### src/rtl/data_stream.sv
// Frame merger: header word, L_WORDS left-source words, then R_WORDS right-source words.
// Define DATA_STREAM_CHECKSUM_EN to append a 32-bit sum-of-payload trailer word.
module data_stream #(
    parameter int          L_WORDS = 512,
    parameter int          R_WORDS = 512,
    parameter logic [15:0] HDR_TAG = 16'hA55A
) (
    input  logic        clk,
    input  logic        rst_n,
    input  logic        i_sync,
    output logic        o_sync_pulse,
    input  logic [31:0] i_l_data,
    input  logic        i_l_valid,
    output logic        o_l_ready,
    input  logic [31:0] i_r_data,
    input  logic        i_r_valid,
    output logic        o_r_ready,
    output logic [31:0] o_data,
    output logic        o_valid,
    input  logic        i_out_ready
);
    localparam logic [15:0] L_LAST = 16'(L_WORDS - 1);
    localparam logic [15:0] R_LAST = 16'(R_WORDS - 1);

`ifdef DATA_STREAM_CHECKSUM_EN
    typedef enum logic [2:0] {IDLE, HDR, LEFT, RIGHT, SUM} state_t;
`else
    typedef enum logic [1:0] {IDLE, HDR, LEFT, RIGHT} state_t;
`endif

    state_t      state;
    logic        sync_q;
    logic [15:0] word_cnt;
    logic [15:0] frame_cnt;
    logic        sync_fall;
    logic        xfer;

    assign sync_fall = sync_q & ~i_sync;
    assign xfer      = o_valid & i_out_ready;

`ifdef DATA_STREAM_CHECKSUM_EN
    logic [31:0] checksum;
`endif

    always_ff @(posedge clk or negedge rst_n) begin
        if (!rst_n) begin
            state        <= IDLE;
            sync_q       <= 1'b1;
            o_sync_pulse <= 1'b0;
            word_cnt     <= '0;
            frame_cnt    <= '0;
`ifdef DATA_STREAM_CHECKSUM_EN
            checksum     <= '0;
`endif
        end else begin
            sync_q       <= i_sync;
            o_sync_pulse <= sync_fall;
            // A sync edge aborts whatever is in flight; the pulse cycle then arms a new frame.
            if (sync_fall) begin
                state <= IDLE;
            end else if (o_sync_pulse) begin
                state    <= HDR;
                word_cnt <= '0;
`ifdef DATA_STREAM_CHECKSUM_EN
                checksum <= '0;
`endif
            end else begin
                case (state)
                    HDR: if (xfer) begin
                        frame_cnt <= frame_cnt + 16'd1;
                        state     <= LEFT;
                    end
                    LEFT: if (xfer) begin
`ifdef DATA_STREAM_CHECKSUM_EN
                        checksum <= checksum + o_data;
`endif
                        if (word_cnt == L_LAST) begin
                            word_cnt <= '0;
                            state    <= RIGHT;
                        end else begin
                            word_cnt <= word_cnt + 16'd1;
                        end
                    end
                    RIGHT: if (xfer) begin
`ifdef DATA_STREAM_CHECKSUM_EN
                        checksum <= checksum + o_data;
`endif
                        if (word_cnt == R_LAST) begin
                            word_cnt <= '0;
`ifdef DATA_STREAM_CHECKSUM_EN
                            state    <= SUM;
`else
                            state    <= IDLE;
`endif
                        end else begin
                            word_cnt <= word_cnt + 16'd1;
                        end
                    end
`ifdef DATA_STREAM_CHECKSUM_EN
                    SUM: if (xfer) state <= IDLE;
`endif
                    default: state <= IDLE;
                endcase
            end
        end
    end

    // Payload states are a straight pass-through so a stalled sink holds the source word.
    always_comb begin
        o_valid   = 1'b0;
        o_data    = '0;
        o_l_ready = 1'b0;
        o_r_ready = 1'b0;
        case (state)
            HDR: begin
                o_valid = 1'b1;
                o_data  = {HDR_TAG, frame_cnt};
            end
            LEFT: begin
                o_valid   = i_l_valid;
                o_data    = i_l_data;
                o_l_ready = i_out_ready;
            end
            RIGHT: begin
                o_valid   = i_r_valid;
                o_data    = i_r_data;
                o_r_ready = i_out_ready;
            end
`ifdef DATA_STREAM_CHECKSUM_EN
            SUM: begin
                o_valid = 1'b1;
                o_data  = checksum;
            end
`endif
            default: ;
        endcase
    end
endmodule

### config.mk
export PLATFORM = sky130hd
export DESIGN_NAME = data_stream
export DESIGN_NICKNAME = d
export VERILOG_FILES = /design/src/rtl/data_stream.sv
export SDC_FILE = /design/constraint.sdc
export NUM_CORES = 1
export LEC_CHECK = 0
export CAP_MARGIN = 20
export CORE_AREA = 2 2 77 79
export CTS_BUF_LIST = sky130_fd_sc_hd__clkbuf_2
export DETAILED_ROUTE_END_ITERATION = 12
export DIE_AREA = 0 0 79 81
export PLACE_DENSITY = 0.82
export SLEW_MARGIN = 10
export SYNTH_ARGS = -nofsm -noshare
export SYNTH_HDL_FRONTEND = slang
export SYNTH_SLANG_ARGS = --single-unit
export TNS_END_PERCENT = 5
### constraint.sdc
create_clock -name clk -period 3.2 [get_ports clk]
set_input_delay 0.64 -clock clk [delete_from_list [all_inputs] [get_ports clk]]
set_output_delay 0.64 -clock clk [all_outputs]
set_load 0.03 [all_outputs]
==> metrics <==
Tcrit/Tclk final=0.925; first-pass GRT wire length=around 11 mm; Final setup violation count=0; Sum Neg Setup Slack=0 ns; RSZ-0062 raised after global routing=no; Final Hold Vio Count=0; ant diodes=0; full die area=6400 um^2; worst hold path class=register to register; Initial Util=0.422; worst-skew pair later-pin latency=0.40 ns; FMAX=0.338 GHz; Filler Cell Count=505; clock root buffer=clkbuf_2; CP max FO=20; Starting DRT DRC Count=210; clock transition at the registers of the reported paths=~0.19 ns; post-synth top area share=0.366; clock tree buffer depth=2; Setup CP Type=register to primary output; GPL Wtd Cong=0.873; Cell Pwr Density=~450 nW/um^2; drt first pass iters=6; Core Area=approximately 5700 um^2; main area contributors after synthesis=dfrtp_1 37%, a222oi_1 6.7%, a22oi_1 5.6%, nor2_1 5.6%, xnor2_1 3.7%; placement row count=28; die span in y=81 um; Worst VDD drop=229 uV; cell area after synthesis=2400 um^2; post-route ant nets=0; Post-synth ARST share=1.00; synth-to-layout area growth=45.0%; Mapped Nets=349; vias in the first global route=2289; maxcap violations=0; Post-synth top cells=36 x nor2_1, 35 x dfrtp_1, 18 x a22oi_1; YS warnings=0; Unique masters post-synth=44; Hold WS=0.508 ns; register area=903 um^2; Slew HR=0.514; Post-Route WL=7.27 mm; Final HPWL DP=5.37 mm; Die Span X=79 um; DP Area=3430 um^2; skew final=around 0.026 ns; Remaining DRCs=0; vias per cell=5.83; Leak=0.00148 uW; count leader, synth=nor2_1; most common flop cell mapped by yosys=dfrtp_1; Slew @ Worst Pin=0.728 ns; Slew Limit Fails=0; via count=2622; CP max stage delay=0.63 ns; syn avg cell area=about 8.8 um^2; CP arrival=2.32 ns; Remaining Overflow, GRT=0; Place WS=0.523 ns; # IOs=around 110; PnR worst setup slack=between 0.2 and 0.25 ns; worst endpoint required time=between 2 and 3 ns; EDFF count, synth=0; CTS tree=yes; status=completed; port bufs=about 110; Yosys top cell by area=dfrtp_1; total power=1570 uW; global-route usage over all layers=0.220; Mapped Cells=273; total clock sinks=36; FF+latch count, synth=36; area of the multi-input gates=1390 um^2; crit path cell chain=inv_1 > ha_1 > a222oi_1 > nor2_1 > buf_4; Worst Setup Start Kind=register; largest net degree at the start of global routing=37; critical path endpoint category=primary output; Final min period=2.96 ns; drt wl/cell=16.2 um; number of CTS-inserted buffers=5; fin nets=450; slowest CP cell=ha_1; initial antenna violation count=0; sequential cell area fraction in the yosys report=0.377; fin area=3470 um^2; layout cells sized above 1=0.160; htree depth=2
==> report_power, final <==
group	total, uW	switching, uW	internal [uW]
registers	547	64.6	483
clock network	214	156	58.5
logic	804	475	328
==> placed cells by master (no fill, tap or decap), types with 2 or more instances in the layout <==
cell             count
a21oi_1             14
a222oi_1            16
a22oi_1             18
a31oi_1              3
and2_1               5
and3_1               5
and4_1               2
buf_4               42
clkbuf_2             7
clkdlybuf4s50_1     70
clkinv_1             2
dfrtp_1             34
ha_1                 6
inv_1                7
mux2i_1              2
nand2_1             17
nand3_1              9
nand4_1              9
nor2_1              36
nor3_1               4
nor4_1               2
o21a_1               2
o21ai_0             15
o21ai_1              5
o31ai_1              8
o41ai_1              2
xnor2_1             10
xor2_1               6
==> through the flow <==
| step | util | instances |
|---|---|---|
| 2_1_floorplan | - | 273 |
| 3_3_place_gp | 0.605 | 442 |
| 3_5_place_dp | 0.605 | 442 |
| 4_1_cts | 0.612 | 450 |
| 5_1_grt | 0.612 | 450 |
| 6_report | 0.612 | 450 |
==> critical path: cells and delay by family, from the launching register on <==
kind                       cells  cell delay, ns
and+or+nand+nor                1            0.14
adders and majority gates      1            0.63
buffers and inverters          2            0.30
DFF                            1            0.58
AOI/OAI and AO/OA              1            0.25
==> flip-flops by register name, summed over array words and instances, names as in the netlist <==
signal / cells
o_sync_pulse: 1
frame_cnt: 16
word_cnt: 16
sync_q: 1
state: 2
==> logic make-up (layout without fill, tap and decap cells) <==
kind of cell             count (synthesis)  after routing  share of synthesized area
multiplexers                             3              3                     0.0131
adder cells (fa/ha/maj)                  6              6                     0.0313
XOR/XNOR                                16             16                     0.0585
buffers and inverters                   26            128                     0.0428
AND/OR/NAND/NOR                         95             95                      0.196
flip-flops                              36             36                      0.377
AO/OA/AOI/OAI                           91             91                      0.281
==> final timing paths <==
check,from,to,slack (ns),depth (start not counted)
min in group asynchronous,rst_n,word_cnt[1],0.62,2
max,state[1],o_data[1],0.24,5
max reg2reg,state[1],word_cnt[13],0.71,6
min reg2reg,frame_cnt[15],frame_cnt[15],0.51,1
min,frame_cnt[15],frame_cnt[15],0.51,1
max in group asynchronous,rst_n,frame_cnt[2],2.23,2
==> per-layer routing <==
metal  up-vias  GRT usage  share of wire
met5         -          0              0
met4         0     0.0414         0.0069
met3         7     0.0544          0.091
met2       100      0.364           0.46
met1      1266      0.298           0.44
li1       1249          -              -
==> what timing repair did <==
action | in CTS | in global routing
resized for setup | 0 | 1
endpoints found under the setup margin | 0 | 16
setup buffers | 0 | 0
hold buffers | 0 | 0
==> final cells by class <==
class,count,area share
Timing Repair Buffer,112,0.293
Inverter,8,0.00865
Clock inverter,1,0.00108
Multi-Input combinational cell,211,0.401
Sequential cell,36,0.260
Clock buffer,7,0.0101
Tap cell,75,0.0270
No activity file was read; power rests on OpenSTA's default activity.
==> RTL edit: new RTL, same settings <==
The 4 states of `state_t` get a one-hot encoding in 4 bits.
--- a/src/rtl/data_stream.sv
+++ b/src/rtl/data_stream.sv
@@ -26,5 +26,5 @@
     typedef enum logic [2:0] {IDLE, HDR, LEFT, RIGHT, SUM} state_t;
 `else
-    typedef enum logic [1:0] {IDLE, HDR, LEFT, RIGHT} state_t;
+    typedef enum logic [3:0] {IDLE = 4'b0001, HDR = 4'b0010, LEFT = 4'b0100, RIGHT = 4'b1000} state_t;
 `endif
 
Behaviour: same outputs for any inputs over 10 cycles, from zero or initial values and one cycle with rst_n low; not proved beyond that.
==> RTL edit against the original RTL <==
Critical path depth is 1 higher. Non-clock buffer count is 2 higher. Utilization is 3.7 points higher. Synthesized area is 1.1% higher. Count of clock-buffer cells in the layout is 2 lower. Sequential cell count is 2 higher. Design area is 6.0% higher. Routed wire length is 2.5% lower. Die area stayed put. Worst setup slack worse by 0.099 ns. First-iteration DRC count is 5.2% lower. Critical path type unchanged. Largest cell class unchanged.
Power is not compared: it rests on default switching activity, and its combinational part moved more than twofold at a synthesized area within 25%.
==> RTL edit: results <==
set metrics [dict create \
    status "completed" \
    viasPerCell 5.699 \
    postPlaceCellArea_um2 3565 \
    reg2reg_depth 5 \
    relSlewSlack_pct 45.44 \
    drive_gt1_share_pct 9.189 \
    final_nets 441 \
    top_regs "frame_cnt x16, word_cnt x16, state x4" \
    grt_use_total_pct 21.55 \
    rrSetupSlack_ns 0.76 \
    synth_seq_area_share_pct 39.34 \
    peakVddDrop_uv 352.5 \
    clock_latency_ns 0.40 \
    grt_pass1_vias 2278 \
    drt-initial-drc-count 199 \
    async_flop_share_pct 100.0 \
    fmax_ghz 0.3269 \
    wirelength_mm 7.087 \
    io_buffers 105 \
    n_antenna_cell 0 \
    pre_cts_ws_ns 0.2188 \
    fin_worst_skew_ns 0.01650 \
    place_inst 436 \
    hpwl_mm 5.149 \
    antenna_found_initial 0 \
    cts_buffers 5 \
    hold_class "input port to async pin" \
    ys_types 48 \
    clockBufferDepth 2 \
    cp.arrival_ns 2.42 \
    cp_max_fo 27 \
    vias 2536 \
    r2r-end "word_cnt[1]" \
    synth_flop_cell "dfrtp_1" \
    fill_cells 469 \
    grt_pass1_wl_mm 10.97 \
    yosys-top-cells-count "dfrtp_1 (36), inv_1 (27), o21ai_0 (19)" \
    p_leak_nw 1.741 \
    endpoint "o_data[9]" \
    first_pass_iters 7 \
    grt-ovfl-total 0 \
    crit_path_start "state[1]" \
    syn_nets 336 \
    r2r_start "word_cnt[12]" \
    clockRootBuffer "clkbuf_2" \
    yosys-top-cells-area "dfrtp_1 (37%), a222oi_1 (6.6%), inv_1 (4.2%)" \
    synth_warnings 0 \
    h-tree-depth 2 \
    hold_slack_ns 0.2982 \
    grt_max_degree 39 \
    avgSynthCellArea_um2 9.180 \
    place.gp.congestion 0.8558 \
    setup_violations 0 \
    clk_pin_slew_ns 0.19 \
]
## RTL edit: changes by cell type after synthesis, sizes merged, moves of 4 or more
cell	before	now
a21oi	14	7
a221o	0	8
a22o	1	9
a22oi	18	0
ha	6	2
inv	7	27
nand3	10	14
nor2	36	14
## RTL edit: timing repair
| item | 4_1_cts | 5_1_grt |
|---|---|---|
| endpoints found under the hold margin | 0 | 0 |
| resized for setup | 2 | 16 |
| endpoints found under the setup margin | 21 | 34 |
| setup buffers | 0 | 1 |
## RTL edit: layout make-up
type	count	area [um2]	share of cell area, %
multi-input combinational	183	1310	35.58
timing repair buffer	114	1155	31.36
sequential	38	957.2	25.99
inverter	27	101.3	2.752
tap	75	93.84	2.548
clock inverter	3	40.04	1.087
clock buffer	5	25.02	0.6796
## RTL edit: metal layers
metal  GRT usage (%)  part of all wire (%)  up-vias
li1                -                     -     1212
met1           26.57                    41     1212
met2           36.53                    49      104
met3           6.444                   8.7        8
met4           6.724                   1.0        0
met5               0                     0        -
## RTL edit: critical path: stages (launching register included)
cell and delay, ns:
dfrtp_2 0.50, inv_1 0.11, nor4_4 0.31, buf_6 0.26, a222oi_1 0.09, inv_1 0.08, clkdlybuf4s50_1 0.67
## RTL edit: cell families (layout without fill, tap and decap cells)
group / after synthesis / in the layout / synth area share [%]
simple gates: 85 / 85 / 20.19
buf+inv: 43 / 149 / 7.486
fa+ha+maj: 2 / 2 / 1.032
xor+xnor: 16 / 16 / 5.782
flops: 38 / 38 / 39.34
compound gates: 78 / 78 / 25.30
mux: 2 / 2 / 0.8776
## RTL edit: report_power, final
| part | switching (mW) | internal, mW | total [mW] |
|---|---|---|---|
| sequential | 0.0341 | 0.508 | 0.543 |
| clock | 0.161 | 0.130 | 0.291 |
| combinational | 0.0834 | 0.121 | 0.205 |
| total | 0.279 | 0.759 | 1.04 |
